===== src/rtl/regfile_wb_arbiter.sv =====
// Register-file writeback arbiter with destination scoreboard.
//
// Three writeback sources (ALU, load unit, CSR unit) compete for the single
// register-file write port. Grants are round-robin and combinational. The
// winning transfer is registered onto the write port one cycle later. A
// 32-entry scoreboard tracks registers with a pending writeback: the issue
// stage claims a register, and the transfer that writes it releases it.
//
// Ports
//   clk             clock, rising edge
//   rst             synchronous active-high reset
//   req[2:0]        writeback request (0 ALU, 1 load, 2 CSR), held until granted
//   addr0..addr2    destination register per requester
//   data0..data2    write data per requester
//   gnt[2:0]        one-hot (or zero) grant, combinational
//   claim_en        reserve claim_addr for a future writeback
//   claim_addr      register being reserved
//   rf_we           register file write enable (registered)
//   rf_waddr        register file write address (registered)
//   rf_wdata        register file write data (registered)
//   busy[31:0]      scoreboard, bit i = register i has a pending writeback
//   claim_conflict  one-cycle pulse: claim hit a register that was already busy
module regfile_wb_arbiter #(
    parameter int unsigned WIDTH = 32
) (
    input  logic             clk,
    input  logic             rst,
    input  logic [2:0]       req,
    input  logic [4:0]       addr0,
    input  logic [4:0]       addr1,
    input  logic [4:0]       addr2,
    input  logic [WIDTH-1:0] data0,
    input  logic [WIDTH-1:0] data1,
    input  logic [WIDTH-1:0] data2,
    output logic [2:0]       gnt,
    input  logic             claim_en,
    input  logic [4:0]       claim_addr,
    output logic             rf_we,
    output logic [4:0]       rf_waddr,
    output logic [WIDTH-1:0] rf_wdata,
    output logic [31:0]      busy,
    output logic             claim_conflict
);

    logic [1:0]       ptr;
    logic [1:0]       ptr_next;
    logic             xfer;
    logic [4:0]       xfer_addr;
    logic [WIDTH-1:0] xfer_data;
    logic             claim_hit;
    logic             conflict_next;
    logic [31:0]      busy_q;
    logic [31:0]      busy_next;

    // Round-robin search starting at ptr. The unreachable value 3 behaves like 0.
    always_comb begin
        gnt = 3'b000;
        if (!rst) begin
            case (ptr)
                2'd1: begin
                    if      (req[1]) gnt = 3'b010;
                    else if (req[2]) gnt = 3'b100;
                    else if (req[0]) gnt = 3'b001;
                end
                2'd2: begin
                    if      (req[2]) gnt = 3'b100;
                    else if (req[0]) gnt = 3'b001;
                    else if (req[1]) gnt = 3'b010;
                end
                default: begin
                    if      (req[0]) gnt = 3'b001;
                    else if (req[1]) gnt = 3'b010;
                    else if (req[2]) gnt = 3'b100;
                end
            endcase
        end
    end

    // gnt is only ever set for a requesting source, so any grant is a transfer.
    assign xfer = |gnt;

    always_comb begin
        xfer_addr = 5'd0;
        xfer_data = '0;
        ptr_next  = ptr;
        case (gnt)
            3'b001: begin
                xfer_addr = addr0;
                xfer_data = data0;
                ptr_next  = 2'd1;
            end
            3'b010: begin
                xfer_addr = addr1;
                xfer_data = data1;
                ptr_next  = 2'd2;
            end
            3'b100: begin
                xfer_addr = addr2;
                xfer_data = data2;
                ptr_next  = 2'd0;
            end
            default: ;
        endcase
    end

    assign claim_hit = claim_en && (claim_addr != 5'd0);

    // Release first, then claim, so a same-edge claim of the written register wins.
    always_comb begin
        busy_next = busy_q;
        if (xfer && (xfer_addr != 5'd0)) begin
            busy_next[xfer_addr] = 1'b0;
        end
        if (claim_hit) begin
            busy_next[claim_addr] = 1'b1;
        end
    end

    // A register released on this very edge is free, so claiming it is no conflict.
    assign conflict_next = claim_hit && busy_q[claim_addr] &&
                           !(xfer && (xfer_addr == claim_addr));

    always_ff @(posedge clk) begin
        if (rst) begin
            ptr            <= 2'd0;
            rf_we          <= 1'b0;
            rf_waddr       <= 5'd0;
            rf_wdata       <= '0;
            busy_q         <= 32'd0;
            claim_conflict <= 1'b0;
        end else begin
            ptr            <= ptr_next;
            // Transfers to x0 are consumed but never write the register file.
            rf_we          <= xfer && (xfer_addr != 5'd0);
            if (xfer) begin
                rf_waddr <= xfer_addr;
                rf_wdata <= xfer_data;
            end
            busy_q         <= {busy_next[31:1], 1'b0};
            claim_conflict <= conflict_next;
        end
    end

    assign busy = busy_q;

endmodule


===== config.mk =====
export PLATFORM = sky130hd
export DESIGN_NAME = regfile_wb_arbiter
export DESIGN_NICKNAME = d
export VERILOG_FILES = /design/src/rtl/regfile_wb_arbiter.sv
export SDC_FILE = /design/constraint.sdc
export NUM_CORES = 1
export LEC_CHECK = 0
export ABC_AREA = 0
export BUFFER_PORTS_ARGS = -buffer_cell sky130_fd_sc_hd__clkbuf_2
export CAP_MARGIN = 10
export CORE_ASPECT_RATIO = 1.4
export CORE_MARGIN = 2
export CORE_UTILIZATION = 35
export CTS_CLUSTER_SIZE = 24
export DETAILED_ROUTE_END_ITERATION = 12
export PLACE_DENSITY = 0.64
export SLEW_MARGIN = 15
export SYNTH_ARGS = -nofsm -noshare
export SYNTH_HDL_FRONTEND = slang
export SYNTH_SLANG_ARGS = --single-unit

===== constraint.sdc =====
create_clock -name clk -period 4.5 [get_ports clk]
set_input_delay 0.45 -clock clk [delete_from_list [all_inputs] [get_ports clk]]
set_output_delay 0.45 -clock clk [all_outputs]
set_load 0.05 [all_outputs]

==> summary.md <==
| Metric | Value |
|---|---|
| CTS tree | done |
| Required time worst endpoint | 4.71 ns |
| Core box area | around 9800 um^2 |
| Critical path class | reg2reg |
| H-Tree Depth | 3 |
| CP peak stage delay | around 0.50 ns |
| Min Tclk post-route | 3.057 ns |
| Clk_lat worst skew | 0.34 ns |
| GRT Total Usage | 0.2334 |
| Crit path DAT | roughly 3.3 ns |
| Synth top area share | 0.4104 |
| Layout cell share with drive strength beyond 1 | 0.4135 |
| Routed Antenna Nets | 0 |
| Avg Inst Size Synth | 8.914 um^2 |
| Main synth FF type | dfxtp_1 |
| Clock power frac | 0.396 |
| WL/cell | 17.62 um |
| Layout fillers | 956 |
| Post-synth EDFFs | 0 |
| Crit-path leading delay family | compound AO/OA/AOI/OAI gates |
| Seq pwr share | 0.341 |
| Die height | 122.5 um |
| Sw Ratio | 0.3325 |
| Syn nets | 518 |
| Worst-path cell chain | inv_1 -> ha_1 -> o21a_1 -> a2111oi_2 -> and2_4 -> a222oi_1 -> buf_4 -> or3_1 -> a211oi_1 -> nor3_1 |
| Asr flop ratio synth | 0 |
| Outcome | finished, final reports clean |
| CP Buf/Inv Count | 2 |
| First-pass DRT Iterations | 5 |
| Final Skew | 0.007537 ns |
| # hold bufs at CTS | 0 |
| NetSw | 0.6945 mW |
| Hold_ws | 0.3889 ns |
| Final setup vio count | 0 |
| Final HPWL DP | about 9700 um |
| Max cap viols | 0 |
| Largest net degree at the start of global routing | 42 |
| Final Wtd Congestion | 0.9356 |
| Cell area after layout | roughly 4900 um^2 |
| Power Internal | ~1.4 mW |
| Largest fanout on the critical path | 41 |
| Fin util | 0.5002 |
| First-pass GRT wire length | a little under 20000 um |
| DR iter-0 viols | 220 |
| CTS resizes | 0 |
| RSZ-0062 raised after global routing | no |
| Worst Tran Pin Value | 0.8406 ns |
| Initial antenna violation count | 0 |
| Synth top area cells | dfxtp_1 (41%), a22oi_1 (14%), a21oi_1 (9.3%) |
| Area grow syn2layout | 40.22% |
| # nets final | 697 |
| Synth Register Bits | between 70 and 80 |
| Clock root buffer | clkbuf_16 |
| Tightest Hold Check Type | in2reg |
| Max-slew violation count | 0 |
| Placed Area | 4581 um^2 |
| Critical Path End Type | flop |
| Worst Setup Start Kind | flop |
| Max Buffers Root-to-Sink | 2 |
| Final wirelength | roughly 13000 um |
| Leak Pwr | 2.076 nW |
| Gate power share | 0.262 |
| Final period util | 0.6794 |
| Worst ir drop on vdd | 222.7 uV |
| DR DRC count | 0 |
| Final setup TNS | 0 ns |
| Power Density | 424.2 nW/um^2 |
| DIE AREA | around 11000 um^2 |
| Synth Instances | roughly 390 |
| Initial core utilization | 0.3567 |
| Row count | 43 |
| Vias | 3970 |
| Slew HR | 0.4396 |
| Die Span X | 88.66 um |
| Multi-input gate area | a little under 2000 um^2 |
| Fmax | 327.1 MHz |
| Vias in the first global route | 3727 |
| FF+latch area | ~1400 um^2 |
| IO Port Bufs | around 190 |
| Syn. warnings | 0 |
| Vias/cell | 5.568 |
| CP max-delay cell | and2_4 |
| Postcts setup bufs | 0 |
| Clock buffer count from CTS | 9 |
| Overflow left after global routing | 0 |
| Mapped Area | ~3500 um^2 |
| Leading area contributor after synthesis | dfxtp_1 |
| Clk sinks | 72 |
| IO Pins | 196 |
| Post-synth cell types | 49 |
| Diodes inserted | 0 |
| Clock-pin slew on the worst setup and hold paths | 0.06 ns |
| Hold Vio Cnt, Final | 0 |
| Register area share after synthesis | 0.4104 |
==> synth_stat cells (4+ instances only) <==
library cell / count
xnor2_1: 4
clkbuf_1: 17
a22oi_1: 64
dfxtp_1: 72
o21ai_1: 7
nand2_1: 31
a21oi_1: 65
nor3_1: 8
buf_1: 10
nor2_1: 12
nand3_1: 4
a211oi_1: 5
inv_1: 7
or3_1: 4
buf_2: 5
nor2b_1: 5
o21ai_0: 17
nand2b_1: 8
mux4_2: 9
==> path summary, 6_finish.rpt <==
path | startpoint | end | depth (start not counted) | slack, ns
setup / recovery | ptr[0] | busy[12] | 10 | 1.44
hold / removal | data1[0] | rf_wdata[0] | 3 | 0.39
setup reg to reg | ptr[0] | busy[12] | 10 | 1.44
hold reg to reg | rf_waddr[2] | rf_waddr[2] | 2 | 0.47
==> cell families after synthesis <==
family | synth area share
xor+xnor | 0.01247
simple gates | 0.1197
mux | 0.06092
fa+ha+maj | 0.007124
flops | 0.4104
buf+inv | 0.04560
other cells | 0.001068
compound gates | 0.3427
==> tightest hold or removal path: cells and delay by family <==
family	cells	cell delay [ns]
buffers and inverters	1	0.07
AOI/OAI and AO/OA	2	0.16
==> metrics by stage <==
step,power [mW],std cells,worst slack (ns)
3_3_place_gp,1.267,697,1.311
6_report,2.089,713,1.443
3_5_place_dp,1.273,697,1.250
4_1_cts,2.101,713,1.477
2_1_floorplan,1.101,394,0.9134
5_1_grt,2.177,713,1.161
==> routing by layer <==
layer / global-route usage / part of all wire / vias to the layer above
li1: - / - / 1849
met1: 0.2886 / 0.39 / 1858
met2: 0.3713 / 0.48 / 239
met3: 0.06859 / 0.10 / 24
met4: 0.1042 / 0.027 / 0
met5: 0 / 0 / -
==> layout by cell type (no fill, tap or decap), drive strengths merged, types with 7 or more instances in the layout <==
cell	Yosys	routed
inv	7	8
dfxtp	72	72
nand2	31	31
a21oi	65	65
nor2	14	14
buf	16	7
a22oi	64	64
o21ai	24	24
nor3	8	8
mux4	9	9
clkbuf	17	203
nand2b	8	8
==> power by group through the flow <==
| stage | Combinational, mW | Clock (mW) | Sequential (mW) |
|---|---|---|---|
| global route | 0.586 | 0.874 | 0.717 |
| finish | 0.548 | 0.828 | 0.713 |
| CTS | 0.548 | 0.841 | 0.713 |
| global placement | 0.541 | 0 | 0.726 |
| detailed placement | 0.547 | 0 | 0.726 |
| floorplan | 0.222 | 0 | 0.878 |
==> state kept, by name, indices dropped and copies added, names as in the netlist <==
name            cells
rf_waddr            5
busy               31
rf_wdata           32
claim_conflict      1
rf_we               1
ptr                 2
==> area by class of cell <==
cell class | instances | share of cell area
clock inverters | 7 | 0.02414
flip-flops and latches | 72 | 0.2927
repair buffers | 201 | 0.2078
well taps | 135 | 0.03430
inverters | 7 | 0.005335
clock buffers | 9 | 0.04573
multi-input cells | 282 | 0.3900
No activity file was read; power rests on OpenSTA's default activity.
